<file path="src/rtl/sp_lsu_pkg.sv">
// Shared types for the stack-pointer load/store unit: operation encoding,
// controller states and a helper that classifies memory writes.
package sp_lsu_pkg;

  typedef enum logic [1:0] {
    OP_STRSP = 2'b00,
    OP_LDRSP = 2'b01,
    OP_PUSH  = 2'b10,
    OP_POP   = 2'b11
  } op_e;

  typedef enum logic [1:0] {
    S_IDLE   = 2'b00,
    S_ACCESS = 2'b01,
    S_RESP   = 2'b10
  } state_e;

  function automatic logic isWriteOp(input op_e opSel);
    return (opSel == OP_STRSP) || (opSel == OP_PUSH);
  endfunction

endpackage

</file>
<file path="src/rtl/sp_addr_gen.sv">
// Combinational address generator: effective address for each op plus the
// stack overflow/underflow checks against the legal SP window.
module sp_addr_gen
  import sp_lsu_pkg::*;
#(
  parameter int unsigned            ADDR_W   = 16,
  parameter int unsigned            IMM_W    = 9,
  parameter int unsigned            STEP     = 2,
  parameter logic [ADDR_W-1:0]      SP_INIT  = 16'h0FFE,
  parameter logic [ADDR_W-1:0]      SP_LIMIT = 16'h0800
) (
  input  op_e               op_i,
  input  logic [ADDR_W-1:0] sp_i,
  input  logic [IMM_W-1:0]  imm_i,
  output logic [ADDR_W-1:0] effAddr_o,
  output logic [ADDR_W-1:0] spDec_o,
  output logic [ADDR_W-1:0] spInc_o,
  output logic              stackFault_o
);

  logic [ADDR_W-1:0] immExt;
  logic [ADDR_W:0]   decWide;
  logic [ADDR_W:0]   incWide;
  logic              pushFault;
  logic              popFault;

  // One extra bit keeps the stack compares free of wraparound.
  assign immExt    = {{(ADDR_W-IMM_W){imm_i[IMM_W-1]}}, imm_i};
  assign decWide   = {1'b0, sp_i} - (ADDR_W+1)'(STEP);
  assign incWide   = {1'b0, sp_i} + (ADDR_W+1)'(STEP);
  assign pushFault = decWide[ADDR_W] || (decWide[ADDR_W-1:0] < SP_LIMIT);
  assign popFault  = incWide > {1'b0, SP_INIT};
  assign spDec_o   = decWide[ADDR_W-1:0];
  assign spInc_o   = incWide[ADDR_W-1:0];

  always_comb begin
    effAddr_o    = sp_i + immExt;
    stackFault_o = 1'b0;
    case (op_i)
      OP_PUSH: begin
        effAddr_o    = decWide[ADDR_W-1:0];
        stackFault_o = pushFault;
      end
      OP_POP: begin
        effAddr_o    = sp_i;
        stackFault_o = popFault;
      end
      default: ;
    endcase
  end

endmodule

</file>
<file path="src/rtl/sp_lsu.sv">
// Stack-pointer load/store unit: SP-relative loads/stores and push/pop over a
// single-outstanding request/ack memory port, with stack bound checking.
module sp_lsu
  import sp_lsu_pkg::*;
#(
  parameter int unsigned       DATA_W   = 16,
  parameter int unsigned       ADDR_W   = 16,
  parameter int unsigned       IMM_W    = 9,
  parameter int unsigned       STEP     = 2,
  parameter logic [ADDR_W-1:0] SP_INIT  = 16'h0FFE,
  parameter logic [ADDR_W-1:0] SP_LIMIT = 16'h0800
) (
  input  logic              clk,
  input  logic              reset,
  input  logic              start,
  input  logic [1:0]        op,
  input  logic [IMM_W-1:0]  immediate,
  input  logic [DATA_W-1:0] dataIn,
  input  logic              spWe,
  input  logic [ADDR_W-1:0] spWdata,
  output logic              busy,
  output logic              done,
  output logic              fault,
  output logic [DATA_W-1:0] dataOut,
  output logic [ADDR_W-1:0] spOut,
  output logic              memReq,
  output logic              memWe,
  output logic [ADDR_W-1:0] memAddress,
  output logic [DATA_W-1:0] memWdata,
  input  logic [DATA_W-1:0] memRdata,
  input  logic              memAck
);

  state_e            state_q, state_d;
  op_e               op_q, op_d;
  logic [ADDR_W-1:0] addr_q, addr_d;
  logic [DATA_W-1:0] wdata_q, wdata_d;
  logic [ADDR_W-1:0] sp_q, sp_d;
  logic [DATA_W-1:0] dataOut_q, dataOut_d;
  logic              fault_q, fault_d;

  logic [ADDR_W-1:0] effAddr;
  logic [ADDR_W-1:0] spDec;
  logic [ADDR_W-1:0] spInc;
  logic              stackFault;

  sp_addr_gen #(
    .ADDR_W  (ADDR_W),
    .IMM_W   (IMM_W),
    .STEP    (STEP),
    .SP_INIT (SP_INIT),
    .SP_LIMIT(SP_LIMIT)
  ) u_addrGen (
    .op_i        (op_e'(op)),
    .sp_i        (sp_q),
    .imm_i       (immediate),
    .effAddr_o   (effAddr),
    .spDec_o     (spDec),
    .spInc_o     (spInc),
    .stackFault_o(stackFault)
  );

  always_ff @(posedge clk) begin
    if (reset) begin
      state_q   <= S_IDLE;
      op_q      <= OP_STRSP;
      addr_q    <= '0;
      wdata_q   <= '0;
      sp_q      <= SP_INIT;
      dataOut_q <= '0;
      fault_q   <= 1'b0;
    end else begin
      state_q   <= state_d;
      op_q      <= op_d;
      addr_q    <= addr_d;
      wdata_q   <= wdata_d;
      sp_q      <= sp_d;
      dataOut_q <= dataOut_d;
      fault_q   <= fault_d;
    end
  end

  // SP is stable while busy, so spDec/spInc still describe the latched op.
  always_comb begin
    state_d   = state_q;
    op_d      = op_q;
    addr_d    = addr_q;
    wdata_d   = wdata_q;
    sp_d      = sp_q;
    dataOut_d = dataOut_q;
    fault_d   = fault_q;
    case (state_q)
      S_IDLE: begin
        if (start) begin
          op_d    = op_e'(op);
          addr_d  = effAddr;
          wdata_d = dataIn;
          fault_d = stackFault;
          state_d = stackFault ? S_RESP : S_ACCESS;
        end else if (spWe) begin
          sp_d = spWdata;
        end
      end
      S_ACCESS: begin
        if (memAck) begin
          state_d = S_RESP;
          case (op_q)
            OP_LDRSP: dataOut_d = memRdata;
            OP_POP: begin
              dataOut_d = memRdata;
              sp_d      = spInc;
            end
            OP_PUSH:  sp_d = spDec;
            default: ;
          endcase
        end
      end
      S_RESP:  state_d = S_IDLE;
      default: state_d = S_IDLE;
    endcase
  end

  assign busy       = (state_q != S_IDLE);
  assign done       = (state_q == S_RESP);
  assign fault      = (state_q == S_RESP) && fault_q;
  assign memReq     = (state_q == S_ACCESS);
  assign memWe      = (state_q == S_ACCESS) && isWriteOp(op_q);
  assign memAddress = addr_q;
  assign memWdata   = wdata_q;
  assign dataOut    = dataOut_q;
  assign spOut      = sp_q;

endmodule

</file>
<file path="config.mk">
export PLATFORM = sky130hd
export DESIGN_NAME = sp_lsu
export DESIGN_NICKNAME = d
export VERILOG_FILES = /design/src/rtl/sp_lsu_pkg.sv /design/src/rtl/sp_addr_gen.sv /design/src/rtl/sp_lsu.sv
export SDC_FILE = /design/constraint.sdc
export NUM_CORES = 1
export LEC_CHECK = 0
export BUFFER_PORTS_ARGS = -buffer_cell sky130_fd_sc_hd__buf_2
export CELL_PAD_IN_SITES_DETAIL_PLACEMENT = 1
export CELL_PAD_IN_SITES_GLOBAL_PLACEMENT = 2
export CORE_MARGIN = 4
export CORE_UTILIZATION = 29
export CTS_BUF_LIST = sky130_fd_sc_hd__clkbuf_16
export DETAILED_ROUTE_END_ITERATION = 10
export GPL_ROUTABILITY_DRIVEN = 0
export GPL_TIMING_DRIVEN = 0
export HOLD_SLACK_MARGIN = 0.02
export PLACE_DENSITY_LB_ADDON = 0.1
export SETUP_SLACK_MARGIN = 0.1
export SYNTH_ARGS = -nofsm -noshare
export SYNTH_HDL_FRONTEND = slang
export SYNTH_SLANG_ARGS = --single-unit
</file>
<file path="constraint.sdc">
create_clock -name clk -period 3.7 [get_ports clk]
set_clock_uncertainty 0.05 [all_clocks]
set_input_delay 0.185 -clock clk [delete_from_list [all_inputs] [get_ports clk]]
set_output_delay 0.185 -clock clk [all_outputs]
set_load 0.005 [all_outputs]
</file>
# Word-level counts from Yosys, hierarchy flattened
# Cells that the tools add are included.
dict set report word_totals {
  regBits 69
  input_bits 64
  output_inout_bits 69
  word_cells 48
}
dict set report op_classes {
  n_addsub 3
  magnitude_cmp 2
  n_eq_ne 12
  n_mux 11
  n_reduce_logical 13
}
# cell n
set op_table {}
lappend op_table {{case mux 16 bit (2 select lines)} 3}
lappend op_table {{2-to-1 mux 16 bit} 3}
lappend op_table {{adder 16 x 2 -> 17 bit, second input constant} 1}
lappend op_table {{greater-than comparator 17 x 12 -> 1 bit, second input constant} 1}
lappend op_table {{subtractor 16 x 2 -> 17 bit, second input constant} 1}
lappend op_table {{adder 16 bit} 1}
lappend op_table {{less-than comparator 16 x 12 -> 1 bit, second input constant} 1}
lappend op_table {{== test 2 bit, second input constant} 5}
lappend op_table {{2-to-1 mux 2 bit} 3}
lappend op_table {{inequality test 2 bit, second input constant} 3}
lappend op_table {{AND reduction 5 bit} 1}
lappend op_table {{== test 2 x 1 -> 1 bit, second input constant} 2}
lappend op_table {{zero test 2 bit} 2}
lappend op_table {{case mux 2 bit (2 select lines)} 1}
lappend op_table {{AND reduction 2 bit} 2}
lappend op_table {{nonzero test 2 bit} 2}
lappend op_table {{inequality test 3 x 1 -> 1 bit, second input constant} 1}
lappend op_table {{AND reduction 3 bit} 1}
lappend op_table {{logical AND 1 bit} 2}
lappend op_table {{logical OR 1 bit} 2}
lappend op_table {{inequality test 2 x 1 -> 1 bit, second input constant} 1}
lappend op_table {{case mux 1 bit (2 select lines)} 1}
lappend op_table {{OR reduction 2 bit} 1}

# Logic depth before layout (Yosys ltp)
dict set report depth {
  ltp_word 7
  mapped_depth 9
  depth_no_buf 9
}

# By module
# Synthesis repeated with hierarchy kept, for this count alone.
dict set report hier_totals {
  hier_cells 627
  area_unflattened_um2 4823.4
}
# mod n_inst cells_each area_each_um2
set modules_own_cells {}
lappend modules_own_cells {sp_lsu 1 355 2880.3}
lappend modules_own_cells {sp_addr_gen 1 272 1943.1}

# Worst setup path before layout
# Ideal clock, no wire load.
dict set report synth_path {
  kind {reg2reg}
  from {register sp_q[1], in the netlist spOut[1]}
  to {register addr_q[14], in the netlist memAddress[14]}
  setup_time_ps 117
  arrival_ps 2408
  slack_ps 1124
  stages_incl_launch_ff 10
  n_path_buf 1
  synth_period_minus_slack_ps 2576
  path_cell_list {dfxtp_1 -> clkbuf_1 -> inv_1 -> fa_1 -> nor2b_1 -> o21a_1 -> o21ai_1 -> a2111oi_0 -> o21ai_0 -> a32o_1}
}
dict set report synth_via {
  elab_chain_len 2
}
# item line
set synth_rtl {}
lappend synth_rtl {{start, declared} sp_lsu.sv:38} ;# logic [ADDR_W-1:0] sp_q, sp_d;
lappend synth_rtl {{start signal, assigned} sp_lsu.sv:77} ;# sp_q <= sp_d;
lappend synth_rtl {{adder 16 bit / subtractor 16 x 2 -> 17 bit (equally long branches)} {sp_addr_gen.sv:37, sp_addr_gen.sv:29}}
lappend synth_rtl {{case mux 16 bit (2 select lines) (*)} sp_addr_gen.sv:39} ;# case (op_i)
lappend synth_rtl {{end signal, assigned} sp_lsu.sv:75} ;# addr_q <= addr_d;
lappend synth_rtl {{end, declared} sp_lsu.sv:36} ;# logic [ADDR_W-1:0] addr_q, addr_d;
# Every way passes the cells marked *; elsewhere a longest branch is shown, timed or not.
# A chain may end at the register's enable or synchronous reset.

# Worst setup path in the final report
# Ends and elaborated chain as after synthesis.

==> flow_summary.toml <==
[cells_and_area]
mostFrequentLayoutCell = "buf_2"
area_growth_syn_to_layout_pct = 27.7
nNetsFinal = 851
fillers = 1956
antennaDiodeCount = 0
drive_gt1_frac = 0.211
final_cell_mix = "buf_2, nand2_1, dfxtp_1, a21oi_1, clkbuf_1"
layoutNonFillerInstCount = 983

[clocking]
cts.clk_slew.worst_paths_ns = 0.07
clock-sinks = 69
cts_tree = "yes"
ctsHtreeMaxLevel = 3
cts_made_buffers = 9
cts_buffer_depth = 2
insertion_delay_ns = 0.35
cts_setup_buffers = 0
root_buffer = "clkbuf_16"

[synth]
ys_types = 64
synth_nets = 705
synth_mux_area_frac = 0.0201
synthArstFlopShare = 0
synth_top_family_by_area = "simple AND/OR/NAND/NOR gates"
synth_area_leaders = "dfxtp_1, nand2_1, a21oi_1, ha_1, clkbuf_1"
yosys_warnings = 0
syn-cell-area_sq_um = 4540
synthFlopType = "dfxtp_1"
synthSimpleGateAreaFrac = 0.281
seq_area_frac_synth = 0.304
synth_enable_flop_cells = 0
yosys.area_share.xor_xnor = 0.0444
yosys.area.top_type = "dfxtp_1"
synth_top_area_frac = 0.304
synth_compound_area_frac = 0.240
ys_ff_latch = 69
syn_inst = 622
syn_area_per_cell_sq_um = 7.30
synth_adder_area_share = 0.0540

[worst_setup_path]
crit_path_start_kind = "flip-flop"
crit_arrival_ns = 3.39
crit_path_end_kind = "flip-flop"
worstRegToRegCells = 9
r2r_slack_ns = 0.49
r2r-start = "spOut[1]$_SDFFE_PP1P_"
timing.rr.end = "memAddress[14]$_SDFFE_PP0P_"
crit_fanout = 10
crit_type = "reg -> reg"
crit_required_ns = 3.88

[outcome]
outcome = "finished clean"

[sta]
period_minus_slack_ns = 3.21
slew_headroom = 0.533
setup_tns_ns = 0
period_share = 0.868
hold_viol = 0
rsz0062_at_grt = "no"
fmax_mhz = 311
worst_pin_slew_ns = 0.700
finalSetupViolations = 0
final_max_slew_viol_count = 0

[floorplan]
die_area_sq_um = 17700
die_w_microns = 133
core_area_sq_um = 15300
row_count = 45
die-height_microns = 133
io_pins = 133
start_util = 0.297

[global_routing]
grt_overflow = 0
grt_pass1_wl_microns = 29200
grt_use_total = 0.207
antenna_found_initial = 0
grt_max_degree = 13
grt_pass1_vias = 5300

[placement]
dp_cells = 963
port_buffers = 130
hpwl_microns = 14500

[hold_path]
min_to = "spOut[0]$_SDFFE_PP0P_"
worstHoldPathType = "in -> reg"
hp-start = "spWdata[0]"
hold_depth = 3

[power]
p_switching_mw = 0.841
sw_frac_of_total = 0.347
pwr-share-comb = 0.288
p_leak_nw = 2.42
clkPwrFrac = 0.364
pwr_density_cell_nw_per_um2 = 419
p_seq_frac = 0.348
p_int_mw = 1.58
vdd_drop_max_uv = 209

[detailed_routing]
drt_iter0_drc = 313
wire_per_inst_microns = 19.0
via_per_inst = 5.27
dr.pass1.iters = 4
dr_total_vias = 5182
wl_microns = 18700
drtAntennaViolNets = 0
drc = 0

[flow_run]
drv_cap = 0
-- how the worst max path moves through the flow --
stage                               start                     endpoint
global placement    spOut[1]$_SDFFE_PP1P_  memAddress[14]$_SDFFE_PP0P_
finish              spOut[1]$_SDFFE_PP1P_  memAddress[14]$_SDFFE_PP0P_
global route        spOut[1]$_SDFFE_PP1P_  memAddress[14]$_SDFFE_PP0P_
CTS                 spOut[1]$_SDFFE_PP1P_  memAddress[14]$_SDFFE_PP0P_
detailed placement  spOut[1]$_SDFFE_PP1P_  memAddress[14]$_SDFFE_PP0P_
floorplan           spOut[1]$_SDFFE_PP1P_  memAddress[14]$_SDFFE_PP0P_
-- final cells by class --
cell class                      instances  area [sq um]  share of cell area
Clock buffer                            9           225              0.0389
Inverter                               13          48.8             0.00842
Tap cell                              211           264              0.0456
Multi-Input combinational cell        487          2910               0.501
Buffer                                 53           204              0.0352
Sequential cell                        69          1380               0.238
Timing Repair Buffer                  135           701               0.121
Clock inverter                          6          65.1              0.0112
-- what timing repair did --
item / 4_1_cts / 5_1_grt
gates resized for setup: 0 / 1
hold endpoints to repair: 5 / 0
hold buffers: 5 / 0
setup endpoints to repair: 0 / 1
-- worst max-delay path: stages (launching register included) --
cell       delay [ns]
dfxtp_1          0.43
clkbuf_1         0.44
inv_1            0.24
fa_1             0.46
nor2b_1          0.17
o21a_1           0.16
o21ai_1          0.19
a2111oi_1        0.53
o21ai_0          0.15
a32o_1           0.28
-- power by group through the flow --
stage | registers (mW) | logic [mW] | clock network [mW]
floorplan | 0.849 | 0.441 | 0
global placement | 0.857 | 0.674 | 0
detailed placement | 0.861 | 0.691 | 0
CTS | 0.845 | 0.698 | 0.905
global route | 0.852 | 0.777 | 0.932
finish | 0.844 | 0.700 | 0.882
-- flip-flops by register name, indices dropped and copies added (netlist names) --
name and count:
dataOut 16, fault_q 1, memAddress 16, memWdata 16
op_q 2, spOut 16, state_q 2
-- through the flow --
step / utilization / setup WS, ns / cell area (sq um) / power [mW] / hold WS, ns
floorplan: - / 1.12 / 4540 / 1.29 / 0.271
global placement: 0.357 / 0.466 / 5450 / 1.53 / 0.377
detailed placement: 0.357 / 0.425 / 5450 / 1.55 / 0.381
CTS: 0.380 / 0.393 / 5790 / 2.45 / 0.0202
global route: 0.380 / 0.174 / 5790 / 2.56 / 0.0222
finish: 0.380 / 0.489 / 5790 / 2.43 / 0.0278
-- logic make-up after synthesis --
| group | Yosys count |
|---|---|
| buffers and inverters | 66 |
| and+or+nand+nor | 263 |
| muxes | 9 |
| adders and majority gates | 19 |
| xor gates and xnor gates | 23 |
| AOI/OAI and AO/OA | 173 |
| DFF | 69 |
-- routing by layer --
metal | vias to the layer above | share of wire | track usage
met5 | - | 0 | 0
met1 | 2504 | 0.44 | 0.267
met4 | 0 | 0.015 | 0.0486
li1 | 2522 | - | -
met2 | 137 | 0.48 | 0.356
met3 | 19 | 0.060 | 0.0434
-- cells in the mapped netlist (5+ instances only) --
cell type,number
a211oi_1,9
a21o_1,8
a21oi_1,55
a31oi_1,20
and2_1,5
and3_1,6
clkbuf_1,47
dfxtp_1,69
ha_1,18
inv_1,11
mux2i_1,8
nand2_1,107
nand3_1,22
nand3b_1,5
nand4_1,6
nor2_1,45
nor3_1,20
nor4_1,7
o21a_1,7
o21ai_0,25
o22ai_1,9
o31ai_1,7
or3_1,7
xnor2_1,15
xor2_1,8
No activity file was read; power rests on OpenSTA's default activity.
